<file path="src/rtl/pipe_ctrl_pkg.sv">
// Shared types for the pipeline sequencer: FSM state, control bundle for the
// stage registers, and the datapath widths.
package pipe_ctrl_pkg;

    localparam int unsigned XLEN  = 32;
    localparam int unsigned REG_W = 5;

    typedef enum logic [1:0] {
        RUN     = 2'd0,
        I_WAIT  = 2'd1,
        D_WAIT  = 2'd2,
        ID_WAIT = 2'd3
    } pipe_ctrl_state_t;

    // Load/clear pins for every pipeline register, in pipeline order.
    typedef struct packed {
        logic pc_load;
        logic if_id_load;
        logic if_id_clear;
        logic id_ex_load;
        logic id_ex_clear;
        logic ex_mem_load;
        logic ex_mem_clear;
        logic mem_wb_load;
    } pipe_ctrl_t;

    function automatic pipe_ctrl_state_t wait_state(input logic busy_i, input logic busy_d);
        pipe_ctrl_state_t s;
        case ({busy_i, busy_d})
            2'b10:   s = I_WAIT;
            2'b01:   s = D_WAIT;
            2'b11:   s = ID_WAIT;
            default: s = RUN;
        endcase
        return s;
    endfunction

endpackage

</file>
<file path="src/rtl/pipe_ctrl_if.sv">
// Datapath/cache-facing signal bundle of the pipeline sequencer.
// master = sequencer side, slave = datapath and caches.
interface pipe_ctrl_if #(
    parameter int unsigned CNT_W = 32
);
    import pipe_ctrl_pkg::*;

    logic                if_req;
    logic                imem_resp;
    logic [XLEN-1:0]     imem_rdata;
    logic                imem_read;
    logic [XLEN-1:0]     if_instr;

    logic                mem_rd_req;
    logic                mem_wr_req;
    logic                dmem_resp;
    logic [XLEN-1:0]     dmem_rdata;
    logic                dmem_read;
    logic                dmem_write;
    logic [XLEN-1:0]     mem_rdata;

    logic [REG_W-1:0]    id_rs1;
    logic [REG_W-1:0]    id_rs2;
    logic                id_use_rs1;
    logic                id_use_rs2;
    logic [REG_W-1:0]    ex_rd;
    logic                ex_is_load;
    logic                ex_redirect;

    logic                pc_load;
    logic                if_id_load;
    logic                if_id_clear;
    logic                id_ex_load;
    logic                id_ex_clear;
    logic                ex_mem_load;
    logic                ex_mem_clear;
    logic                mem_wb_load;

    logic [CNT_W-1:0]    stall_cycles;
    logic [CNT_W-1:0]    flush_count;
    logic                hang_err;
    pipe_ctrl_state_t    dbg_state;

    modport master (
        input  if_req, imem_resp, imem_rdata,
        input  mem_rd_req, mem_wr_req, dmem_resp, dmem_rdata,
        input  id_rs1, id_rs2, id_use_rs1, id_use_rs2, ex_rd, ex_is_load, ex_redirect,
        output imem_read, if_instr, dmem_read, dmem_write, mem_rdata,
        output pc_load, if_id_load, if_id_clear, id_ex_load, id_ex_clear,
        output ex_mem_load, ex_mem_clear, mem_wb_load,
        output stall_cycles, flush_count, hang_err, dbg_state
    );

    modport slave (
        output if_req, imem_resp, imem_rdata,
        output mem_rd_req, mem_wr_req, dmem_resp, dmem_rdata,
        output id_rs1, id_rs2, id_use_rs1, id_use_rs2, ex_rd, ex_is_load, ex_redirect,
        input  imem_read, if_instr, dmem_read, dmem_write, mem_rdata,
        input  pc_load, if_id_load, if_id_clear, id_ex_load, id_ex_clear,
        input  ex_mem_load, ex_mem_clear, mem_wb_load,
        input  stall_cycles, flush_count, hang_err, dbg_state
    );

endinterface

</file>
<file path="src/rtl/pipe_ctrl_resp_hold.sv">
// Holds a cache response that arrived while the other cache was still busy,
// and presents it until the pipeline advances.
module pipe_ctrl_resp_hold
    import pipe_ctrl_pkg::*;
(
    input  logic            clk,
    input  logic            rst,
    input  logic            resp,
    input  logic [XLEN-1:0] rdata,
    input  logic            other_busy,
    input  logic            advance,
    output logic            done,
    output logic [XLEN-1:0] data_c
);

    logic            done_q, done_d;
    logic [XLEN-1:0] hold_q, hold_d;
    logic            capture;

    // Capture only when the other port is stalling us; advance releases the hold.
    always_comb begin
        capture = resp & other_busy & ~done_q;
        done_d  = done_q;
        hold_d  = hold_q;
        if (advance) begin
            done_d = 1'b0;
        end else if (capture) begin
            done_d = 1'b1;
            hold_d = rdata;
        end
    end

    always_ff @(posedge clk) begin
        if (rst) begin
            done_q <= 1'b0;
            hold_q <= '0;
        end else begin
            done_q <= done_d;
            hold_q <= hold_d;
        end
    end

    assign done   = done_q;
    assign data_c = done_q ? hold_q : rdata;

endmodule

</file>
<file path="src/rtl/pipe_ctrl.sv">
// Pipeline sequencer: resolves split I/D cache stalls, load-use hazards and
// EX redirects into load/clear controls for the pipeline registers.
module pipe_ctrl
    import pipe_ctrl_pkg::*;
#(
    parameter int unsigned TIMEOUT = 1024,
    parameter int unsigned CNT_W   = 32
) (
    input  logic       clk,
    input  logic       rst,
    pipe_ctrl_if.master p
);

    localparam int unsigned TMO_W = $clog2(TIMEOUT + 1);

    pipe_ctrl_state_t state_q, state_d;
    logic [CNT_W-1:0] stall_cycles_q, stall_cycles_d;
    logic [CNT_W-1:0] flush_count_q, flush_count_d;
    logic [TMO_W-1:0] tmo_q, tmo_d;
    logic             hang_err_q, hang_err_d;

    logic       i_done, d_done;
    logic       busy_i, busy_d, stall, advance, hz;
    pipe_ctrl_t ctl;

    assign busy_i  = p.if_req & ~p.imem_resp & ~i_done;
    assign busy_d  = (p.mem_rd_req | p.mem_wr_req) & ~p.dmem_resp & ~d_done;
    assign stall   = busy_i | busy_d;
    assign advance = ~stall;

    assign hz = p.ex_is_load && (p.ex_rd != '0) &&
                ((p.id_use_rs1 && (p.id_rs1 == p.ex_rd)) ||
                 (p.id_use_rs2 && (p.id_rs2 == p.ex_rd)));

    pipe_ctrl_resp_hold u_i_hold (
        .clk        (clk),
        .rst        (rst),
        .resp       (p.imem_resp),
        .rdata      (p.imem_rdata),
        .other_busy (busy_d),
        .advance    (advance),
        .done       (i_done),
        .data_c     (p.if_instr)
    );

    pipe_ctrl_resp_hold u_d_hold (
        .clk        (clk),
        .rst        (rst),
        .resp       (p.dmem_resp),
        .rdata      (p.dmem_rdata),
        .other_busy (busy_i),
        .advance    (advance),
        .done       (d_done),
        .data_c     (p.mem_rdata)
    );

    assign p.imem_read  = p.if_req & ~i_done;
    assign p.dmem_read  = p.mem_rd_req & ~d_done;
    assign p.dmem_write = p.mem_wr_req & ~d_done;

    // Next state, counters and Mealy controls; a redirect seen during a stall
    // stays in EX and is acted on at the advance cycle.
    always_comb begin
        ctl            = '0;
        state_d        = wait_state(busy_i, busy_d);
        stall_cycles_d = stall_cycles_q;
        flush_count_d  = flush_count_q;
        tmo_d          = tmo_q;
        hang_err_d     = hang_err_q;

        if (stall) begin
            stall_cycles_d = stall_cycles_q + CNT_W'(1);
            if (tmo_q != TMO_W'(TIMEOUT)) tmo_d = tmo_q + TMO_W'(1);
            if (tmo_q >= TMO_W'(TIMEOUT - 1)) hang_err_d = 1'b1;
        end else begin
            tmo_d = '0;
        end

        if (!rst && advance) begin
            if (p.ex_redirect) begin
                ctl.pc_load     = 1'b1;
                ctl.if_id_load  = 1'b1;
                ctl.if_id_clear = 1'b1;
                ctl.id_ex_load  = 1'b1;
                ctl.id_ex_clear = 1'b1;
                ctl.ex_mem_load = 1'b1;
                ctl.mem_wb_load = 1'b1;
                flush_count_d   = flush_count_q + CNT_W'(1);
            end else if (hz) begin
                ctl.id_ex_load  = 1'b1;
                ctl.id_ex_clear = 1'b1;
                ctl.ex_mem_load = 1'b1;
                ctl.mem_wb_load = 1'b1;
            end else begin
                ctl.pc_load     = 1'b1;
                ctl.if_id_load  = 1'b1;
                ctl.id_ex_load  = 1'b1;
                ctl.ex_mem_load = 1'b1;
                ctl.mem_wb_load = 1'b1;
            end
        end
    end

    always_ff @(posedge clk) begin
        if (rst) begin
            state_q        <= RUN;
            stall_cycles_q <= '0;
            flush_count_q  <= '0;
            tmo_q          <= '0;
            hang_err_q     <= 1'b0;
        end else begin
            state_q        <= state_d;
            stall_cycles_q <= stall_cycles_d;
            flush_count_q  <= flush_count_d;
            tmo_q          <= tmo_d;
            hang_err_q     <= hang_err_d;
        end
    end

    assign p.pc_load      = ctl.pc_load;
    assign p.if_id_load   = ctl.if_id_load;
    assign p.if_id_clear  = ctl.if_id_clear;
    assign p.id_ex_load   = ctl.id_ex_load;
    assign p.id_ex_clear  = ctl.id_ex_clear;
    assign p.ex_mem_load  = ctl.ex_mem_load;
    assign p.ex_mem_clear = ctl.ex_mem_clear;
    assign p.mem_wb_load  = ctl.mem_wb_load;

    assign p.stall_cycles = stall_cycles_q;
    assign p.flush_count  = flush_count_q;
    assign p.hang_err     = hang_err_q;
    assign p.dbg_state    = state_q;

endmodule
</file>
<file path="src/flat_wrapper.sv">
// flat-port wrapper written by rule: the top's interface ports become plain ports
module pipe_ctrl_flat import pipe_ctrl_pkg::*;
#(
    parameter int unsigned TIMEOUT = 1024,
    parameter int unsigned CNT_W   = 32
)
  (clk, rst, p_if_req, p_imem_resp, p_imem_rdata, p_mem_rd_req, p_mem_wr_req, p_dmem_resp, p_dmem_rdata, p_id_rs1, p_id_rs2, p_id_use_rs1, p_id_use_rs2, p_ex_rd, p_ex_is_load, p_ex_redirect, p_imem_read, p_if_instr, p_dmem_read, p_dmem_write, p_mem_rdata, p_pc_load, p_if_id_load, p_if_id_clear, p_id_ex_load, p_id_ex_clear, p_ex_mem_load, p_ex_mem_clear, p_mem_wb_load, p_stall_cycles, p_flush_count, p_hang_err, p_dbg_state);
  pipe_ctrl_if #(.CNT_W(CNT_W)) p_i ();
  input  logic clk;
  input  logic rst;
  input wire logic [$bits(p_i.if_req)-1:0] p_if_req;
  input wire logic [$bits(p_i.imem_resp)-1:0] p_imem_resp;
  input wire logic [$bits(p_i.imem_rdata)-1:0] p_imem_rdata;
  input wire logic [$bits(p_i.mem_rd_req)-1:0] p_mem_rd_req;
  input wire logic [$bits(p_i.mem_wr_req)-1:0] p_mem_wr_req;
  input wire logic [$bits(p_i.dmem_resp)-1:0] p_dmem_resp;
  input wire logic [$bits(p_i.dmem_rdata)-1:0] p_dmem_rdata;
  input wire logic [$bits(p_i.id_rs1)-1:0] p_id_rs1;
  input wire logic [$bits(p_i.id_rs2)-1:0] p_id_rs2;
  input wire logic [$bits(p_i.id_use_rs1)-1:0] p_id_use_rs1;
  input wire logic [$bits(p_i.id_use_rs2)-1:0] p_id_use_rs2;
  input wire logic [$bits(p_i.ex_rd)-1:0] p_ex_rd;
  input wire logic [$bits(p_i.ex_is_load)-1:0] p_ex_is_load;
  input wire logic [$bits(p_i.ex_redirect)-1:0] p_ex_redirect;
  output wire logic [$bits(p_i.imem_read)-1:0] p_imem_read;
  output wire logic [$bits(p_i.if_instr)-1:0] p_if_instr;
  output wire logic [$bits(p_i.dmem_read)-1:0] p_dmem_read;
  output wire logic [$bits(p_i.dmem_write)-1:0] p_dmem_write;
  output wire logic [$bits(p_i.mem_rdata)-1:0] p_mem_rdata;
  output wire logic [$bits(p_i.pc_load)-1:0] p_pc_load;
  output wire logic [$bits(p_i.if_id_load)-1:0] p_if_id_load;
  output wire logic [$bits(p_i.if_id_clear)-1:0] p_if_id_clear;
  output wire logic [$bits(p_i.id_ex_load)-1:0] p_id_ex_load;
  output wire logic [$bits(p_i.id_ex_clear)-1:0] p_id_ex_clear;
  output wire logic [$bits(p_i.ex_mem_load)-1:0] p_ex_mem_load;
  output wire logic [$bits(p_i.ex_mem_clear)-1:0] p_ex_mem_clear;
  output wire logic [$bits(p_i.mem_wb_load)-1:0] p_mem_wb_load;
  output wire logic [$bits(p_i.stall_cycles)-1:0] p_stall_cycles;
  output wire logic [$bits(p_i.flush_count)-1:0] p_flush_count;
  output wire logic [$bits(p_i.hang_err)-1:0] p_hang_err;
  output wire logic [$bits(p_i.dbg_state)-1:0] p_dbg_state;
  assign p_i.if_req = p_if_req;
  assign p_i.imem_resp = p_imem_resp;
  assign p_i.imem_rdata = p_imem_rdata;
  assign p_i.mem_rd_req = p_mem_rd_req;
  assign p_i.mem_wr_req = p_mem_wr_req;
  assign p_i.dmem_resp = p_dmem_resp;
  assign p_i.dmem_rdata = p_dmem_rdata;
  assign p_i.id_rs1 = p_id_rs1;
  assign p_i.id_rs2 = p_id_rs2;
  assign p_i.id_use_rs1 = p_id_use_rs1;
  assign p_i.id_use_rs2 = p_id_use_rs2;
  assign p_i.ex_rd = p_ex_rd;
  assign p_i.ex_is_load = p_ex_is_load;
  assign p_i.ex_redirect = p_ex_redirect;
  assign p_imem_read = p_i.imem_read;
  assign p_if_instr = p_i.if_instr;
  assign p_dmem_read = p_i.dmem_read;
  assign p_dmem_write = p_i.dmem_write;
  assign p_mem_rdata = p_i.mem_rdata;
  assign p_pc_load = p_i.pc_load;
  assign p_if_id_load = p_i.if_id_load;
  assign p_if_id_clear = p_i.if_id_clear;
  assign p_id_ex_load = p_i.id_ex_load;
  assign p_id_ex_clear = p_i.id_ex_clear;
  assign p_ex_mem_load = p_i.ex_mem_load;
  assign p_ex_mem_clear = p_i.ex_mem_clear;
  assign p_mem_wb_load = p_i.mem_wb_load;
  assign p_stall_cycles = p_i.stall_cycles;
  assign p_flush_count = p_i.flush_count;
  assign p_hang_err = p_i.hang_err;
  assign p_dbg_state = p_i.dbg_state;
  pipe_ctrl #(.TIMEOUT(TIMEOUT), .CNT_W(CNT_W)) u_core (.clk(clk), .rst(rst), .p(p_i));
endmodule
</file>
<file path="config.mk">
export PLATFORM = sky130hd
export DESIGN_NAME = pipe_ctrl_flat
export DESIGN_NICKNAME = d
export VERILOG_FILES = /design/src/rtl/pipe_ctrl_pkg.sv /design/src/rtl/pipe_ctrl_if.sv /design/src/rtl/pipe_ctrl_resp_hold.sv /design/src/rtl/pipe_ctrl.sv /design/src/flat_wrapper.sv
export SDC_FILE = /design/constraint.sdc
export NUM_CORES = 1
export LEC_CHECK = 0
export CORE_UTILIZATION = 44
export DETAILED_ROUTE_END_ITERATION = 7
export PLACE_DENSITY = 0.77
export SLEW_MARGIN = 0
export SYNTH_ARGS = -nofsm -noshare
export SYNTH_HDL_FRONTEND = slang
export SYNTH_SLANG_ARGS = --single-unit
export TNS_END_PERCENT = 50
</file>
<file path="constraint.sdc">
create_clock -name clk -period 3.4 [get_ports clk]
set_input_delay 0.85 -clock clk [delete_from_list [all_inputs] [get_ports clk]]
set_output_delay 0.85 -clock clk [all_outputs]
set_load 0.01 [all_outputs]
</file>
==> results of run 1 <==
## synth_stat cells (11+ instances only)
cell      instances
nand2_1         156
dfxtp_1         144
a21oi_1          99
mux2_2           85
nor2_1           40
clkbuf_1         39
nor2b_1          25
nor4_1           24
or4_1            21
nand3_1          20
o31ai_1          18
nand4_1          16
o21ai_0          15
xor2_1           15
or3_1            14
inv_1            12
and4_1           11
## cell families after synthesis
group,after synthesis,synth area share
AND/OR/NAND/NOR,352,0.250
AO/OA/AOI/OAI,155,0.127
flip-flops,144,0.404
multiplexers,87,0.137
buffers and inverters,74,0.0461
XOR/XNOR,23,0.0282
adder cells (fa/ha/maj),4,0.00702
other,1,0.000526
## sequential cells by signal, summed over array words and instances, names as in the netlist
signal                  flops
u_core.u_i_hold.hold_q     32
u_core.u_i_hold.done        1
u_core.p.flush_count       32
u_core.u_d_hold.hold_q     32
u_core.p.hang_err           1
u_core.u_d_hold.done        1
u_core.p.dbg_state          2
u_core.tmo_q               11
u_core.p.stall_cycles      32
## path summary, 6_finish.rpt
path                                                  end  slack [ps]  depth (start not counted)
setup / recovery                            p_if_id_clear          50                          5
hold / removal    u_core.u_i_hold.hold_q[29]$_SDFFE_PP0P_         450                          2
setup reg to reg   u_core.p.stall_cycles[31]$_SDFFE_PP0P_        1120                          4
hold reg to reg   u_core.u_i_hold.hold_q[29]$_SDFFE_PP0P_         450                          2
## power by group through the flow
stage	clock [mW]	sequential, mW	combinational, mW
after CTS	1.83	1.75	0.541
final	1.79	1.75	0.537
after floorplan	0	1.78	0.245
after global routing	1.91	1.75	0.580
after detailed placement	0	1.78	0.538
after global placement	0	1.78	0.531
## worst max-delay path: stages
cell,delay (ps)
clkdlybuf4s50_1,470
or3b_4,430
o211ai_1,150
inv_1,100
clkdlybuf4s50_1,500
## what timing repair did
item                       in CTS  in global routing
hold buffers                    0                  0
gates resized for setup        17                  4
buffers inserted                2                  1
pin swaps                       4                  1
setup endpoints to repair       6                  4
## routing by layer
metal  share of wire  global-route usage  up-vias
met4           0.026              0.0962        0
met2            0.48               0.377      170
met1            0.43               0.271     3230
li1                -                   -     3437
met5               0                   0        -
met3           0.056              0.0553       36
## area by class of cell
class | count | share of cell area
flip-flops and latches | 144 | 0.283
clock inverters | 11 | 0.0113
clock buffers | 21 | 0.0442
multi-input cells | 622 | 0.388
inverters | 13 | 0.00478
repair buffers | 257 | 0.243
well taps | 216 | 0.0265
## through the flow
stage               hold WS [ps]  setup slack [ps]  TNS [ps]  cell area (sq um)  instances
floorplan                    433               346         0               7130        840
global placement             438              -358     -1140               9620       1249
detailed placement           444              -417     -1430               9620       1249
CTS                          453              4.13         0              10200       1283
global route                 470              10.9         0              10200       1284
finish                       451              48.1         0              10200       1284
==> results.py, run 1 <==
metrics = {
    "timing": {
        "setup_viol": 0,
        "slew_headroom": 0.456,
        "rsz0062_at_grt": "no",
        "period_needed_ps": 3350,
        "worstMarginPinSlew_ps": 816,
        "final.period_utilization": 0.986,
        "slew_viol_final": 0,
        "fin_skew_ps": 5.70,
        "hold_viol_final": 0,
        "fmax_ghz": 0.298,
    },
    "global_routing": {
        "antenna_found_initial": 0,
        "grt_max_degree": 82,
        "grt_pass1_wl_um": 30000,
        "grt-ovfl-total": 0,
        "grt.total_usage": 0.224,
        "first_global_vias": 6263,
    },
    "floorplanning": {
        "dieWidth_um": 129,
        "die-area_sq_um": 16700,
        "core_sq_um": 15800,
        "initial_utilization": 0.451,
        "io_pins": 232,
        "die_h_um": 129,
        "num_rows": 46,
    },
    "final_layout": {
        "mostFrequentLayoutCell": "clkdlybuf4s50_1",
        "syn_to_final_growth_pct": 43.1,
        "drive_gt1_frac": 0.144,
        "final_cell_mix": "220 x clkdlybuf4s50_1, 156 x nand2_1, 144 x dfxtp_1",
        "fin_util": 0.645,
        "nFillCells": 1347,
        "nets": 1149,
        "regArea_sq_um": 2880,
        "antenna_cells": 0,
        "multi_input_area_sq_um": 3960,
    },
    "worst_setup_path": {
        "arrival_ps": 2500,
        "path_max_fanout": 3,
        "critPathKind": "in2out",
        "crit_start": "p_if_req",
        "endpoint_kind": "output port",
        "crit_required_ps": 2550,
        "r2r_start": "u_core.p.stall_cycles[3]$_SDFFE_PP0P_",
        "start_kind": "input port",
    },
    "synth": {
        "synthesis.area_sq_um": 7130,
        "syn_nets": 934,
        "synth-seq-area-share": 0.404,
        "yosys.area.top_type": "dfxtp_1",
        "async_reset_ff_frac": 0,
        "syn_area_per_cell_sq_um": 8.49,
        "postSynthCellCount": 840,
        "synth_seq_cells": 144,
        "synth_cell_types": 52,
        "synth_edf_count": 0,
        "ys_warn_count": 0,
        "synth_top_cells_by_area": "dfxtp_1 40%, mux2_2 13%, nand2_1 8.2%, a21oi_1 6.9%, or4_1 2.2%",
        "synth_flop_cell": "dfxtp_1",
        "synth_top_area_share": 0.404,
    },
    "route": {
        "drc": 0,
        "drt-total-wl_um": 19000,
        "dr_total_vias": 6873,
        "ant_nets": 0,
        "wl_per_cell_um": 14.8,
        "viasPerCell": 5.35,
        "drt_iter0_drc": 348,
        "dr.pass1.iters": 5,
    },
    "power": {
        "p_clk_frac": 0.439,
        "netSwitchingFraction": 0.234,
        "power_density_nw_per_um2": 399,
        "combPwrFrac": 0.132,
        "power.leakage_nw": 3.50,
        "p_sw_mw": 0.952,
        "peakVddDrop_mv": 0.335,
        "p_int_mw": 3.12,
        "seq_power_share": 0.429,
        "power.total_mw": 4.07,
    },
    "clocking": {
        "cts.sinks": 144,
        "cts_tree": "done",
        "htreeDepth": 4,
        "clock_path_buffers": 2,
        "clock_latency_ps": 410,
        "cts_buffers": 17,
        "clkTransAtPathRegs_ps": 50,
        "cts_root_buffer": "clkbuf_16",
    },
    "place": {
        "io_buffer_count": 230,
        "dp_hpwl_um": 12800,
        "place_congestion": 0.806,
    },
    "flow_run": {
        "maxCapViolCount": 0,
    },
    "min_path": {
        "min_path_type": "reg2reg",
        "hold_start": "u_core.u_i_hold.hold_q[29]$_SDFFE_PP0P_",
    },
    "outcome": {
        "status": "finished, final reports clean",
    },
}
No activity file was read; power rests on OpenSTA's default activity.
==> inputs of run 2 (changes only) <==
RECOVER_POWER = 50   (was default)
==> run 2 against run 1 <==
Cell count is the same. Critical path type unchanged. Worst hold slack about the same. Largest cell class unchanged. Register-to-register slack is essentially flat. Largest power group unchanged. Critical endpoint unchanged.
==> results.py, run 2 (synthesized netlist as in run 1, its figures left out) <==
metrics = {
    "clocking": {
        "clock_latency_ps": 420,
        "clkTransAtPathRegs_ps": 50,
        "cts_buffers": 17,
        "cts_root_buffer": "clkbuf_16",
        "cts.sinks": 144,
        "htreeDepth": 4,
        "clock_path_buffers": 2,
        "cts_tree": "done",
        "holdBufCountCts": 0,
    },
    "floorplanning": {
        "die-area_sq_um": 16700,
        "core_sq_um": 15800,
        "num_rows": 46,
        "die_h_um": 129,
        "initial_utilization": 0.451,
        "dieWidth_um": 129,
        "io_pins": 232,
    },
    "final_layout": {
        "mostFrequentLayoutCell": "nand2_1",
        "final_cell_mix": "156 x nand2_1, 153 x clkdlybuf4s50_1, 144 x dfxtp_1",
        "fin_util": 0.643,
        "drive_gt1_frac": 0.140,
        "antenna_cells": 0,
        "nFillCells": 1355,
        "syn_to_final_growth_pct": 42.7,
        "stdcell_area_sq_um": 10200,
        "stdcell_count": 1284,
        "nets": 1149,
    },
    "timing": {
        "whs_ps": 451,
        "slew_headroom": 0.0764,
        "rsz0062_at_grt": "no",
        "fmax_ghz": 0.299,
        "fin_skew_ps": 6.04,
        "setup_viol": 0,
        "final.period_utilization": 0.984,
        "worstMarginPinSlew_ps": 1390,
        "period_needed_ps": 3350,
        "hold_viol_final": 0,
        "slew_viol_final": 0,
    },
    "route": {
        "drt_iter0_drc": 324,
        "dr.pass1.iters": 5,
        "wl_per_cell_um": 14.8,
        "dr_total_vias": 6888,
        "drc": 0,
        "ant_nets": 0,
        "viasPerCell": 5.36,
        "drt-total-wl_um": 19000,
    },
    "global_routing": {
        "grt_max_degree": 82,
        "grt.total_usage": 0.224,
        "antenna_found_initial": 0,
        "met3_usage": 0.0553,
        "grt-ovfl-total": 0,
        "gr-max-usage-layer": "met2",
        "gr-usage-met2": 0.377,
        "grt_pass1_wl_um": 30000,
        "first_global_vias": 6263,
        "gr-usage-met1": 0.271,
    },
    "worst_setup_path": {
        "crit_required_ps": 2550,
        "arrival_ps": 2500,
        "endpoint_kind": "output port",
        "start_kind": "input port",
        "path_max_fanout": 3,
        "ff2ff_setup_slack_ps": 1120,
        "critPathKind": "in2out",
    },
    "power": {
        "power.leakage_nw": 3.72,
        "combPwrFrac": 0.131,
        "peakVddDrop_mv": 0.336,
        "seq_power_share": 0.429,
        "p_int_mw": 3.11,
        "p_sw_mw": 0.955,
        "power_density_nw_per_um2": 400,
        "p_clk_frac": 0.440,
        "netSwitchingFraction": 0.235,
    },
    "flow_run": {
        "maxCapViolCount": 0,
    },
    "outcome": {
        "status": "finished, final reports clean",
    },
    "place": {
        "io_buffer_count": 230,
        "dp_hpwl_um": 12800,
        "placed_area_sq_um": 9620,
        "place_congestion": 0.806,
        "placed_cells": 1249,
    },
    "min_path": {
        "min_path_type": "reg2reg",
    },
}
==> run 2: cell types whose count changed in the layout (fill, tap and decap cells not counted) <==
cell / delta
clkbuf_2: +3
and2_1: -1
dlygate4sd3_1: +67
and2_0: +1
clkbuf_1: +5
clkdlybuf4s50_1: -67
buf_4: -8
==> run 2: power by group through the flow <==
stage	Sequential (mW)	Clock (mW)	Combinational, mW
after floorplan	1.78	0	0.245
after global placement	1.78	0	0.531
after detailed placement	1.78	0	0.538
after CTS	1.75	1.83	0.541
after global routing	1.75	1.91	0.575
final	1.75	1.79	0.532
==> run 2: path summary, 6_finish.rpt <==
check	from	to	depth (start not counted)
setup / recovery	p_if_req	p_if_id_clear	5
hold / removal	u_core.u_i_hold.hold_q[29]$_SDFFE_PP0P_	u_core.u_i_hold.hold_q[29]$_SDFFE_PP0P_	2
setup reg to reg	u_core.p.stall_cycles[9]$_SDFFE_PP0P_	u_core.p.stall_cycles[31]$_SDFFE_PP0P_	4
hold reg to reg	u_core.u_i_hold.hold_q[29]$_SDFFE_PP0P_	u_core.u_i_hold.hold_q[29]$_SDFFE_PP0P_	2
==> run 2: per-stage QoR <==
stage / power (mW) / TNS, ps / worst slack, ps
after floorplan: 2.03 / 0 / 346
after global placement: 2.31 / -1140 / -358
after detailed placement: 2.32 / -1430 / -417
after CTS: 4.12 / 0 / 4.13
after global routing: 4.24 / 0 / 10.9
final: 4.07 / 0 / 53.8
==> run 2: what timing repair did <==
item / 4_1_cts / 5_1_grt
gates resized for setup: 17 / 4
setup endpoints to repair: 6 / 4
buffers inserted: 2 / 1
pin swaps: 4 / 1
==> run 2: critical path, cell delays in order <==
cell	delay, ps
clkdlybuf4s50_1	470
or3b_4	430
o211ai_1	140
inv_1	90
clkdlybuf4s50_1	500
==> run 2: layer usage <==
layer	routed length, um	part of all wire
met5	0	0
met4	485	0.026
met3	1060	0.056
met2	9190	0.48
met1	8240	0.43
==> run 2: final cells by class <==
type | instances | area (sq um) | share of cell area
repair buffers | 257 | 2450 | 0.241
well taps | 216 | 270 | 0.0266
inverters | 13 | 48.8 | 0.00480
clock inverters | 11 | 115 | 0.0113
clock buffers | 21 | 450 | 0.0443
multi-input cells | 622 | 3960 | 0.389
flip-flops and latches | 144 | 2880 | 0.283
==> inputs of run 3 (changes only) <==
SLEW_MARGIN = 20   (was 0)
==> results of run 3 <==
No change in the layout: final DEF, timing and power equal those of run 2.
==> edit, RTL diff (config.mk and constraints of run 1) <==
`CNT_W` is set to 32 in 3 places; all go to 64.
--- a/src/rtl/pipe_ctrl_if.sv
+++ b/src/rtl/pipe_ctrl_if.sv
@@ -3,3 +3,3 @@
 interface pipe_ctrl_if #(
-    parameter int unsigned CNT_W = 32
+    parameter int unsigned CNT_W = 64
 );
--- a/src/rtl/pipe_ctrl.sv
+++ b/src/rtl/pipe_ctrl.sv
@@ -6,3 +6,3 @@
     parameter int unsigned TIMEOUT = 1024,
-    parameter int unsigned CNT_W   = 32
+    parameter int unsigned CNT_W   = 64
 ) (
--- a/src/flat_wrapper.sv
+++ b/src/flat_wrapper.sv
@@ -4,3 +4,3 @@
     parameter int unsigned TIMEOUT = 1024,
-    parameter int unsigned CNT_W   = 32
+    parameter int unsigned CNT_W   = 64
 )
Ports: changed (resized p_flush_count and p_stall_cycles); port bits go from 232 to 296. The function was not compared with the original's and may differ.
==> edit against run 1 <==
  * Wire length increased by 58%
  * Core utilization fell by 1.6 points
  * Die area is 42% higher
  * Register-to-register slack got worse by 420 ps
  * Setup slack better by 43 ps
  * Non-clock buffer count grew 72
  * Fmax rose by 1.3%
  * Total power increased by 35%
  * Global-route usage is 1.9 points higher
  * Sequential cell count grew 64
  * Design area grew 40%
  * Area after synthesis increased by 43%
  * Critical path depth up 3
==> edit: results (changes against run 1) <==
{| class="wikitable"
! Metric !! Value
|-
| Internal || 4.22 mW (+35%)
|-
| Clk_skew || 22.1 ps (+16.4 ps)
|-
| Maximum vdd ir drop || 0.000293 V (-13%)
|-
| Hpwl dp || 21,000 microns (+64%)
|-
| DR pass1 iterations || 6 (+1)
|-
| Inserted Clock Buffers || 24 (+7)
|-
| Number of vias after detailed routing || 10,400 (+51%)
|-
| Share of cells above drive strength 1 || 0.109 (-0.0352)
|-
| Filler cell count in the final layout || 1,932 (+43%)
|-
| GP Congestion || 0.919 (+14%)
|-
| Least-Margin Pin Slew || 935 ps (+119 ps)
|-
| Startpoint of the worst hold path || u_core.u_i_hold.hold_q[12]
|-
| Post-synthesis sequential area ratio || 0.408 (+0.00358)
|-
| Global-route wire length before repair || 48,200 microns (+61%)
|-
| Place WS || -645 ps (-228 ps)
|-
| End point of the worst hold path || u_core.u_i_hold.hold_q[12]
|-
| Reg-to-reg critical path endpoint || u_core.p.stall_cycles[57]
|-
| Run status || completed
|-
| Post-synth cell types || 54 (+3.8%)
|-
| Leakage || 4.68 nW (+34%)
|-
| Number of port buffers || 294 (+28%)
|-
| Clk_lat worst skew || 510 ps (+100 ps)
|-
| Global Route Usage Sum || 0.242 (+0.0189)
|-
| Slack of the worst reg-to-reg path || 700 ps (-420 ps)
|-
| Final-layout worst hold slack || 452 ps (+1.20 ps)
|}
edit: cell types whose count changed after synthesis, moves of 22 or more:
cell                             run 1  this run
sky130_fd_sc_hd__a21oi_1            99       153
sky130_fd_sc_hd__dfxtp_1           144       208
sky130_fd_sc_hd__nand2_1           156       188
sky130_fd_sc_hd__nand3_1            20        56
sky130_fd_sc_hd__nand4_1            16        46
sky130_fd_sc_hd__nor2_1             40        70
sky130_fd_sc_hd__o21ai_0            15        37
sky130_fd_sc_hd__or3_1              14        42
edit: worst max path at each step:
stage                           start             to  slack, ps  depth (start not counted)
after floorplan              p_if_req      p_pc_load         70                          7
after global placement     p_ex_rd[0]   p_if_id_load       -670                          6
after detailed placement   p_ex_rd[0]   p_if_id_load       -640                          6
after CTS                 p_id_rs1[1]  p_id_ex_clear         30                          7
after global routing      p_id_rs2[4]   p_if_id_load         10                          8
final                     p_id_rs2[4]      p_pc_load         90                          8
edit: cells by family (layout without fill, tap and decap cells):
family,after synthesis,in the layout,share of synthesized area
muxes,66,66,0.0728
buffers and inverters,91,394,0.0377
and+or+nand+nor,563,563,0.289
DFF,208,208,0.408
AOI/OAI and AO/OA,249,249,0.139
xor gates and xnor gates,57,57,0.0489
other,1,1,0.000367
adders and majority gates,4,4,0.00490
edit: power by group through the flow:
stage	logic [mW]	clock network (mW)	registers (mW)
2_1_floorplan	0.239	0	2.55
3_3_place_gp	0.539	0	2.55
4_1_cts	0.546	2.52	2.50
6_report	0.542	2.47	2.50
5_1_grt	0.584	2.63	2.50
3_5_place_dp	0.544	0	2.55
edit: area by class of cell:
cell class | instances | area share
Clock buffer | 35 | 0.0500
Clock inverter | 9 | 0.00333
Inverter | 21 | 0.00553
Multi-Input combinational cell | 940 | 0.400
Sequential cell | 208 | 0.292
Tap cell | 285 | 0.0250
Timing Repair Buffer | 329 | 0.224
edit: metal layers:
layer | GRT usage | up-vias | part of all wire
met2 | 0.423 | 344 | 0.49
met1 | 0.308 | 4943 | 0.42
li1 | - | 5056 | -
met4 | 0.0608 | 0 | 0.017
met3 | 0.0448 | 49 | 0.068
met5 | 0 | - | 0
edit: per-stage QoR:
step	instances	setup TNS (ps)	cell area [sq um]
after floorplan	1239	0	10200
after global placement	1782	-2220	13500
after detailed placement	1782	-2410	13500
after CTS	1827	0	14300
after global routing	1827	0	14300
final	1827	0	14300
edit: worst reg2reg max path, stage by stage, from the launching register on:
cell and delay, ps:
sky130_fd_sc_hd__dfxtp_1 440, sky130_fd_sc_hd__nand3_1 290, sky130_fd_sc_hd__nor4_1 660, sky130_fd_sc_hd__nand2_1 480, sky130_fd_sc_hd__or4_1 590, sky130_fd_sc_hd__a21oi_1 160
edit: timing repair:
item	in CTS	in global routing
setup endpoints to repair	7	3
buffers inserted	1	0
resized for setup	26	5
pin swaps	6	4
